===== src/rtl/dmem_arbiter_if.sv =====
// Bus bundle for dmem_arbiter: pipeline port, DMA port and the DataMemory side.
// The slave view belongs to the arbiter; master is the surrounding requesters plus memory.
interface dmem_arbiter_if #(
    parameter int Width = 32
);
    logic             p_req;
    logic             p_we;
    logic [Width-1:0] p_addr;
    logic [Width-1:0] p_wdata;
    logic [Width-1:0] p_rdata;
    logic             p_ack;
    logic             p_stall;

    logic             d_req;
    logic             d_we;
    logic [Width-1:0] d_addr;
    logic [Width-1:0] d_wdata;
    logic [Width-1:0] d_rdata;
    logic             d_ack;

    logic             mem_re;
    logic             mem_we;
    logic [Width-1:0] mem_addr;
    logic [Width-1:0] mem_wdata;
    logic [Width-1:0] mem_rdata;

    modport slave (
        input  p_req, p_we, p_addr, p_wdata,
        output p_rdata, p_ack, p_stall,
        input  d_req, d_we, d_addr, d_wdata,
        output d_rdata, d_ack,
        output mem_re, mem_we, mem_addr, mem_wdata,
        input  mem_rdata
    );

    modport master (
        output p_req, p_we, p_addr, p_wdata,
        input  p_rdata, p_ack, p_stall,
        output d_req, d_we, d_addr, d_wdata,
        input  d_rdata, d_ack,
        input  mem_re, mem_we, mem_addr, mem_wdata,
        output mem_rdata
    );
endinterface


===== src/rtl/dmem_arbiter.sv =====
// Shares the single-port DataMemory between the pipeline MEM stage (P) and a DMA port (D),
// sequencing each access IDLE -> ACCESS (WAIT_CYCLES+1 cycles) -> RESP with round-robin on ties.
module dmem_arbiter #(
    parameter int Width       = 32,
    parameter int WAIT_CYCLES = 1
) (
    input logic          clk,
    input logic          reset,
    dmem_arbiter_if.slave bus
);
    localparam logic [1:0] ST_IDLE   = 2'd0;
    localparam logic [1:0] ST_ACCESS = 2'd1;
    localparam logic [1:0] ST_RESP   = 2'd2;
    localparam logic [3:0] WAIT_INIT = 4'(WAIT_CYCLES);

    logic [1:0]       state;
    logic             owner;
    logic             rr;
    logic             lat_we;
    logic [Width-1:0] lat_addr;
    logic [Width-1:0] lat_wdata;
    logic [3:0]       cnt;
    logic [Width-1:0] p_rdata_q;
    logic [Width-1:0] d_rdata_q;
    logic             any_req;
    logic             grant_d;
    logic             last_cycle;

    // owner/rr: 0 = pipeline, 1 = DMA; rr only matters when both ports request together
    assign any_req    = bus.p_req | bus.d_req;
    assign grant_d    = bus.d_req & (~bus.p_req | rr);
    assign last_cycle = (state == ST_ACCESS) && (cnt == 4'd0);

    always_ff @(posedge clk) begin
        if (reset) begin
            state     <= ST_IDLE;
            owner     <= 1'b0;
            rr        <= 1'b0;
            lat_we    <= 1'b0;
            lat_addr  <= '0;
            lat_wdata <= '0;
            cnt       <= 4'd0;
            p_rdata_q <= '0;
            d_rdata_q <= '0;
        end else begin
            case (state)
                ST_IDLE: begin
                    if (any_req) begin
                        owner     <= grant_d;
                        lat_we    <= grant_d ? bus.d_we    : bus.p_we;
                        lat_addr  <= grant_d ? bus.d_addr  : bus.p_addr;
                        lat_wdata <= grant_d ? bus.d_wdata : bus.p_wdata;
                        cnt       <= WAIT_INIT;
                        state     <= ST_ACCESS;
                    end
                end
                ST_ACCESS: begin
                    if (cnt == 4'd0) begin
                        if (!lat_we) begin
                            if (owner) d_rdata_q <= bus.mem_rdata;
                            else       p_rdata_q <= bus.mem_rdata;
                        end
                        state <= ST_RESP;
                    end else begin
                        cnt <= cnt - 4'd1;
                    end
                end
                ST_RESP: begin
                    rr    <= ~owner;
                    state <= ST_IDLE;
                end
                default: state <= ST_IDLE;
            endcase
        end
    end

    // Memory strobes decode straight from state so an aborting reset can never leak a write
    assign bus.mem_re    = (state == ST_ACCESS) & ~lat_we;
    assign bus.mem_we    = last_cycle & lat_we;
    assign bus.mem_addr  = lat_addr;
    assign bus.mem_wdata = lat_wdata;

    assign bus.p_ack   = (state == ST_RESP) & ~owner;
    assign bus.d_ack   = (state == ST_RESP) &  owner;
    assign bus.p_rdata = p_rdata_q;
    assign bus.d_rdata = d_rdata_q;
    assign bus.p_stall = bus.p_req & ~bus.p_ack;
endmodule


===== src/flat_wrapper.sv =====
// flat-port wrapper written by rule: the top's interface ports become plain ports
module dmem_arbiter_flat 
#(
    parameter int Width       = 32,
    parameter int WAIT_CYCLES = 1
)
  (clk, reset, bus_p_req, bus_p_we, bus_p_addr, bus_p_wdata, bus_p_rdata, bus_p_ack, bus_p_stall, bus_d_req, bus_d_we, bus_d_addr, bus_d_wdata, bus_d_rdata, bus_d_ack, bus_mem_re, bus_mem_we, bus_mem_addr, bus_mem_wdata, bus_mem_rdata);
  dmem_arbiter_if #(.Width(Width)) bus_i ();
  input logic clk;
  input logic reset;
  input wire logic [$bits(bus_i.p_req)-1:0] bus_p_req;
  input wire logic [$bits(bus_i.p_we)-1:0] bus_p_we;
  input wire logic [$bits(bus_i.p_addr)-1:0] bus_p_addr;
  input wire logic [$bits(bus_i.p_wdata)-1:0] bus_p_wdata;
  output wire logic [$bits(bus_i.p_rdata)-1:0] bus_p_rdata;
  output wire logic [$bits(bus_i.p_ack)-1:0] bus_p_ack;
  output wire logic [$bits(bus_i.p_stall)-1:0] bus_p_stall;
  input wire logic [$bits(bus_i.d_req)-1:0] bus_d_req;
  input wire logic [$bits(bus_i.d_we)-1:0] bus_d_we;
  input wire logic [$bits(bus_i.d_addr)-1:0] bus_d_addr;
  input wire logic [$bits(bus_i.d_wdata)-1:0] bus_d_wdata;
  output wire logic [$bits(bus_i.d_rdata)-1:0] bus_d_rdata;
  output wire logic [$bits(bus_i.d_ack)-1:0] bus_d_ack;
  output wire logic [$bits(bus_i.mem_re)-1:0] bus_mem_re;
  output wire logic [$bits(bus_i.mem_we)-1:0] bus_mem_we;
  output wire logic [$bits(bus_i.mem_addr)-1:0] bus_mem_addr;
  output wire logic [$bits(bus_i.mem_wdata)-1:0] bus_mem_wdata;
  input wire logic [$bits(bus_i.mem_rdata)-1:0] bus_mem_rdata;
  assign bus_i.p_req = bus_p_req;
  assign bus_i.p_we = bus_p_we;
  assign bus_i.p_addr = bus_p_addr;
  assign bus_i.p_wdata = bus_p_wdata;
  assign bus_p_rdata = bus_i.p_rdata;
  assign bus_p_ack = bus_i.p_ack;
  assign bus_p_stall = bus_i.p_stall;
  assign bus_i.d_req = bus_d_req;
  assign bus_i.d_we = bus_d_we;
  assign bus_i.d_addr = bus_d_addr;
  assign bus_i.d_wdata = bus_d_wdata;
  assign bus_d_rdata = bus_i.d_rdata;
  assign bus_d_ack = bus_i.d_ack;
  assign bus_mem_re = bus_i.mem_re;
  assign bus_mem_we = bus_i.mem_we;
  assign bus_mem_addr = bus_i.mem_addr;
  assign bus_mem_wdata = bus_i.mem_wdata;
  assign bus_i.mem_rdata = bus_mem_rdata;
  dmem_arbiter #(.Width(Width), .WAIT_CYCLES(WAIT_CYCLES)) u_core (.clk(clk), .reset(reset), .bus(bus_i));
endmodule

===== config.mk =====
export PLATFORM = sky130hd
export DESIGN_NAME = dmem_arbiter_flat
export DESIGN_NICKNAME = d
export VERILOG_FILES = /design/src/rtl/dmem_arbiter_if.sv /design/src/rtl/dmem_arbiter.sv /design/src/flat_wrapper.sv
export SDC_FILE = /design/constraint.sdc
export NUM_CORES = 1
export LEC_CHECK = 0
export ABC_AREA = 1
export CAP_MARGIN = 15
export CORE_ASPECT_RATIO = 0.7
export CORE_MARGIN = 1
export CORE_UTILIZATION = 40
export DETAILED_ROUTE_END_ITERATION = 7
export GPL_TIMING_DRIVEN = 0
export PLACE_DENSITY = 0.89
export SYNTH_ARGS = -nofsm -noshare
export SYNTH_HDL_FRONTEND = slang
export SYNTH_SLANG_ARGS = --single-unit

===== constraint.sdc =====
create_clock -name clk -period 1.8 [get_ports clk]
set_clock_uncertainty 0.05 [all_clocks]
set_input_delay 0.36 -clock clk [delete_from_list [all_inputs] [get_ports clk]]
set_output_delay 0.36 -clock clk [all_outputs]
set_load 0.02 [all_outputs]

==> results of run 1 <==
layout make-up:
type                    instances  area share (%)
repair buffers                300           32.26
flip-flops and latches        137           27.51
multi-input cells             591           24.89
clock buffers                  17           4.261
inverters                     108           4.061
plain buffers                  50           2.858
well taps                     190           2.381
clock inverters                15           1.780
through the flow:
step	setup TNS [ps]	utilization (%)
after global placement	-22710	64.38
after global routing	-66.57	70.59
after floorplan	0	-
after detailed placement	-31290	64.38
final	0	70.59
after CTS	0	68.69
cell usage after synthesis (all sizes together):
library cell / number / area, um^2
or2: 1 / 6.260
a21oi: 6 / 30.03
o21ai: 102 / 518.0
clkbuf: 13 / 48.80
nor3: 34 / 170.2
nand2: 331 / 1250
nor2: 110 / 445.4
ha: 1 / 12.51
buf: 37 / 221.5
nand3: 6 / 35.03
inv: 108 / 405.4
dfxtp: 137 / 2743
repair_timing:
item / CTS / global route
cloned: 0 / 0
buffers inserted: 1 / 1
gates resized for setup: 35 / 117
pin swaps: 1 / 2
endpoints found under the setup margin: 15 / 122
cell families after synthesis:
kind of cell	Yosys count	synth area share (%)
simple gates	482	32.40
fa+ha+maj	1	0.2126
buf+inv	158	11.48
flops	137	46.60
compound gates	108	9.311
worst paths after layout:
path	cells past startpoint	startpoint	slack [ps]	end
worst min-delay path	2	u_core.bus.mem_addr[31]$_SDFFE_PP0P_	400	u_core.bus.mem_addr[31]$_SDFFE_PP0P_
worst min register to register	2	u_core.bus.mem_addr[31]$_SDFFE_PP0P_	400	u_core.bus.mem_addr[31]$_SDFFE_PP0P_
worst max-delay path	1	u_core.bus.d_rdata[3]$_SDFFE_PP0P_	20	bus_d_rdata[3]
worst max register to register	9	u_core.state[0]$_SDFFE_PP0P_	140	u_core.bus.p_rdata[7]$_SDFFE_PP0P_
flip-flops by register name (all words and copies together) (netlist names):
name	flops
u_core.bus.d_rdata	32
u_core.bus.mem_addr	32
u_core.bus.mem_wdata	32
u_core.bus.p_rdata	32
u_core.cnt	4
u_core.state	2
u_core.lat_we	1
u_core.owner	1
u_core.rr	1
report_power, final:
part | total, W | internal [W] | leakage (nW) | switching (W)
registers | 0.00358 | 0.00339 | 1.12 | 0.000189
clock network | 0.00362 | 0.00210 | 0.293 | 0.00151
logic | 0.00264 | 0.00119 | 4.90 | 0.00145
total | 0.00983 | 0.00668 | 6.32 | 0.00315
metal layers:
| layer | GRT usage [%] | up-vias | part of all wire [%] |
|---|---|---|---|
| met4 | 8.168 | 0 | 2.3 |
| met1 | 29.63 | 2984 | 43 |
| met3 | 7.500 | 34 | 7.3 |
| met2 | 43.53 | 231 | 48 |
| met5 | 0 | - | 0 |
| li1 | - | 3320 | - |
worst reg2reg max path, delay by kind of cell (launching register included):
| kind | cells | cell delay [ps] |
|---|---|---|
| AND/OR/NAND/NOR | 6 | 670 |
| buffers and inverters | 3 | 500 |
| flip-flops | 1 | 330 |
==> impl_results.md, run 1 <==
* Vias per cell at 4.665
* Yosys cell types at 22
* Sequential area share after synthesis at 46.60%
* Layout area overhead at 69.62%
* HPWL after DPL at 14.82 mm
* Slew HR at 67.71%
* Max FO, Critical Path at 2
* Mapped Cells at 886
* First-pass DRT Iterations at 4
* Most frequent cells in the layout: nand2_1, clkdlybuf4s50_1, dfxtp_1
* Multi-input gate area at 2485 um^2
* Outcome: finished clean
* Kind of end point of the critical path: output port
* Fmax at 561.8 MHz
* #FFs+latches synth at 137
* Via count at 6569
* Final std cells w/o fill at 1408
* First-pass GRT wire length at 29.89 mm
* Leakage power at 6.315 nW
* Hold Buf Count CTS at 0
* Largest net degree at the start of global routing at 17
* Fin. Hold Viols at 0
* Core area at 14140 um^2
* Power, Total at 0.009833 W
* Initial DRC count at 240
* Worst path arrival time at 1370 ps
* Cell family contributing the most delay on the critical path: buffers and inverters
* IO Port Bufs at 298
* Ys Warns at 0
* CP Launch Type: flip-flop
* WHS at 395.6 ps
* Initial core utilization at 41.61%
* Post-synth net total at 1053
* ANT nets after route at 0
* Setup violations, final at 0
* Site row count at 36
* Drt wl/cell at 14.08 um
* Cell Chain, Critical Path: clkdlybuf4s50_1
* RSZ-0062 raised after global routing: yes
* N_diodes at 0
* Hold crit path type: flip-flop to flip-flop
* Syn Area/Cell at 6.643 um^2
* Slowest stage delay, CP at 640 ps
* Grt total ovfl at 0
* GRT Util Overall at 24.89%
* Power per cell area at 985.0 nW/um^2
* Maximum root-to-sink buffer count at 2
* Skew-Pair Late Insertion Delay at 400 ps
* Filler cell count at 1102
* Crit-path slowest cell: clkdlybuf4s50_1
* Htree depth at 4
* Initial antenna violation count at 0
* Max-Cap Viols at 0
* Worst slack at placement at -443.0 ps
* Placed cell count at 1374
* Req. time, crit path at 1390 ps
* Most common cell after layout, fill and taps aside: nand2_1
* Worst-margin pin slew at 484.4 ps
* Die span in x at 147.0 um
* Die span in y at 103.5 um
* CTS clk-pin slew, worst paths at 60 ps
* Root Driver: clkbuf_16
* Placer Congestion at 0.8038
* CTS tree: built
* Final non-filler cell area at 9983 um^2
* Worst Setup Slack, final at 19.86 ps
* Die area at 15210 um^2
* FF+latch area at 2746 um^2
* Final worst path period share at 98.90%
* Detailed Route WL at 19.83 mm
* Slew Limit Fails at 0
* Placed cell areas at 9106 um^2
* Mapped Area at 5886 um^2
* DRC Markers at 0
* Number of global-route vias before repair at 6175
* Final min period at 1780 ps
* CTS buffer count at 17
* Num ports at 299
* CP Class: flip-flop to output port
* CTS sink count at 137
* WP buf/inv at 1
* Layout cell share with drive strength beyond 1 at 8.046%
* Max VDD drop at 0.6837 mV
* Nets at 1372
No activity file was read; power rests on OpenSTA's default activity.
==> run 2, diff against run 1 <==
--- a/config.mk
+++ b/config.mk
@@ -13,6 +13,7 @@
 export DETAILED_ROUTE_END_ITERATION = 7
 export GPL_TIMING_DRIVEN = 0
 export PLACE_DENSITY = 0.89
+export SETUP_SLACK_MARGIN = 0.5
 export SYNTH_ARGS = -nofsm -noshare
 export SYNTH_HDL_FRONTEND = slang
 export SYNTH_SLANG_ARGS = --single-unit
==> run 2 against run 1 <==
Net effect: critical path depth increased by 3; utilization up 10 points; cell count grew 3.9%; non-clock buffer count grew 56; die area unchanged; setup slack gained 54 ps; power up 9.3%; design area increased by 14%.
==> impl_results.md, run 2 (synthesis gave the netlist of run 1 again) <==
* Worst path arrival time at 1320 ps (-50 ps)
* Most frequent cells in the layout: nand2_1, clkdlybuf4s50_1, buf_6
* CTS tree: built
* Fmax at 579.3 MHz (+3.1%)
* Outcome: finished clean
* Final core utilization at 80.66% (+10 points)
* Placer Congestion at 0.8411 (+4.6%)
* Die span in x at 147.0 um (unchanged)
* Comb power frac at 32.6% (+5.7 points)
* IO Port Bufs at 298 (unchanged)
* DRC Markers at 0 (unchanged)
* Worst-margin pin slew at 751.1 ps (+266.7 ps)
* Leakage power at 5.543 nW (-12%)
* Via count at 7131 (+8.6%)
* Clk pwr share at 33.2% (-3.6 points)
* CTS buffer count at 17 (unchanged)
* Slew HR at 49.93% (-18 points)
* Hold crit path type: flip-flop to flip-flop
* Vias per cell at 4.874 (+4.5%)
* Initial antenna violation count at 0 (unchanged)
* ANT nets after route at 0 (unchanged)
* Internal power at 0.007365 W (+10%)
* Initial core utilization at 41.61% (unchanged)
* Die area at 15210 um^2 (unchanged)
* Most common cell after layout, fill and taps aside: nand2_1
* Nets at 1428 (+4.1%)
* Die span in y at 103.5 um (unchanged)
* Setup TNS at 0 ps (unchanged)
* Grt total ovfl at 0 (unchanged)
* Req. time, crit path at 1390 ps (about the same)
* CTS clk-pin slew, worst paths at 60 ps (about the same)
* Layout cell share with drive strength beyond 1 at 37.23% (+29 points)
* Setup violations, final at 0 (unchanged)
* Max-Cap Viols at 0 (unchanged)
* GRT Util Overall at 26.66% (+1.8 points)
* Htree depth at 4 (unchanged)
* Detailed Route WL at 24.26 mm (+22%)
* Filler cell count at 871 (-21%)
* Final min period at 1726 ps (-54.01 ps)
* Final std cells w/o fill at 1463 (+3.9%)
* Fin. Hold Viols at 0 (unchanged)
* Largest net degree at the start of global routing at 17 (unchanged)
* Skew-Pair Late Insertion Delay at 400 ps (about the same)
* CTS sink count at 137 (unchanged)
* HPWL after DPL at 15.11 mm (+2.0%)
* Kind of end point of the critical path: output port
* Seq pwr share at 34.2% (-2.2 points)
* Num ports at 299 (unchanged)
* Number of global-route vias before repair at 6237 (+1.0%)
* Power, Total at 0.01075 W (+9.3%)
* Maximum root-to-sink buffer count at 2 (unchanged)
* Placed cell areas at 9154 um^2 (+0.52%)
* CP Launch Type: flip-flop
* Max VDD drop at 0.6453 mV (-5.6%)
* Max FO, Critical Path at 4 (+2)
* CP Class: flip-flop to output port
* Final non-filler cell area at 11410 um^2 (+14%)
* Placed cell count at 1374 (unchanged)
* Layout area overhead at 93.83%
* Power per cell area at 942.5 nW/um^2 (-4.3%)
* Core area at 14140 um^2 (unchanged)
* First-pass GRT wire length at 31.49 mm (+5.4%)
* Root Driver: clkbuf_16
* Drt wl/cell at 16.58 um (+18%)
* Final worst path period share at 95.90% (-3.0 points)
* Sw power at 0.003388 W (+7.4%)
* RSZ-0062 raised after global routing: yes
* Slew Limit Fails at 0 (unchanged)
* R2R Setup Slk at 90 ps (-50 ps)
* First-pass DRT Iterations at 5 (+1)
* N_diodes at 0 (unchanged)
* Initial DRC count at 332 (+38%)
* Sw frac at 31.51% (-0.57 points)
* Site row count at 36 (unchanged)
-- run 2: cell count changes in the layout (fill, tap and decap cells not counted), sizes merged, moves of 3 or more --
cell / delta
buf: +180
dlymetal6s2s: -100
clkdlybuf4s50: -22
dlygate4sd2: -6
inv: -6
clkbuf: +3
-- run 2: final cells by class --
type | instances | area [um^2] | share of cell area [%]
Tap cell | 190 | 237.7 | 2.084
Inverter | 108 | 410.4 | 3.597
Buffer | 50 | 543.0 | 4.760
Multi-Input combinational cell | 591 | 3024 | 26.51
Timing Repair Buffer | 356 | 3762 | 32.98
Clock buffer | 18 | 429.2 | 3.762
Clock inverter | 13 | 168.9 | 1.481
Sequential cell | 137 | 2833 | 24.83
-- run 2: critical path, stage by stage, from the launching register on --
cell and delay, ps:
dfxtp_1 360, nor2_4 180, nand3_2 120, nor2_2 120, buf_6 140
-- run 2: metrics by stage --
step | hold WS, ps | setup slack (ps)
after floorplan | 375.9 | 511.1
after global placement | 384.9 | -343.6
after detailed placement | 389.4 | -383.5
after CTS | 402.6 | 51.63
after global routing | 414.5 | 14.68
final | 399.9 | 73.87
-- run 2: final timing paths --
check                                                        endpoint  cells after the start                                  start
worst min-delay path            u_core.bus.mem_wdata[28]$_SDFFE_PP0P_                      2  u_core.bus.mem_wdata[28]$_SDFFE_PP0P_
worst max-delay path                                       bus_mem_we                      4             u_core.cnt[2]$_SDFFE_PP0P_
worst min register to register  u_core.bus.mem_wdata[28]$_SDFFE_PP0P_                      2  u_core.bus.mem_wdata[28]$_SDFFE_PP0P_
worst max register to register    u_core.bus.d_rdata[17]$_SDFFE_PP0P_                      9             u_core.cnt[0]$_SDFFE_PP0P_
-- run 2: layer usage --
| metal | track usage (%) | part of all wire (%) | up-vias |
|---|---|---|---|
| met3 | 8.026 | 7.5 | 45 |
| met1 | 33.57 | 42 | 3338 |
| met2 | 45.02 | 48 | 290 |
| met4 | 6.979 | 2.4 | 0 |
| li1 | - | - | 3458 |
| met5 | 0 | 0 | - |
-- run 2: power by group through the flow --
stage	combinational [W]	sequential, W	clock [W]
floorplan	0.000967	0.00402	0
finish	0.00351	0.00368	0.00357
detailed placement	0.00269	0.00364	0
global route	0.00374	0.00371	0.00372
global placement	0.00265	0.00362	0
CTS	0.00301	0.00366	0.00358
-- run 2: repair_timing --
item | in CTS | in global routing
gates resized for setup | 880 | 300
hold buffers | 0 | 0
setup endpoints to repair | 263 | 243
cloned | 6 | 10
hold endpoints to repair | 0 | 0
setup buffers | 18 | 24
pin swaps | 12 | 91
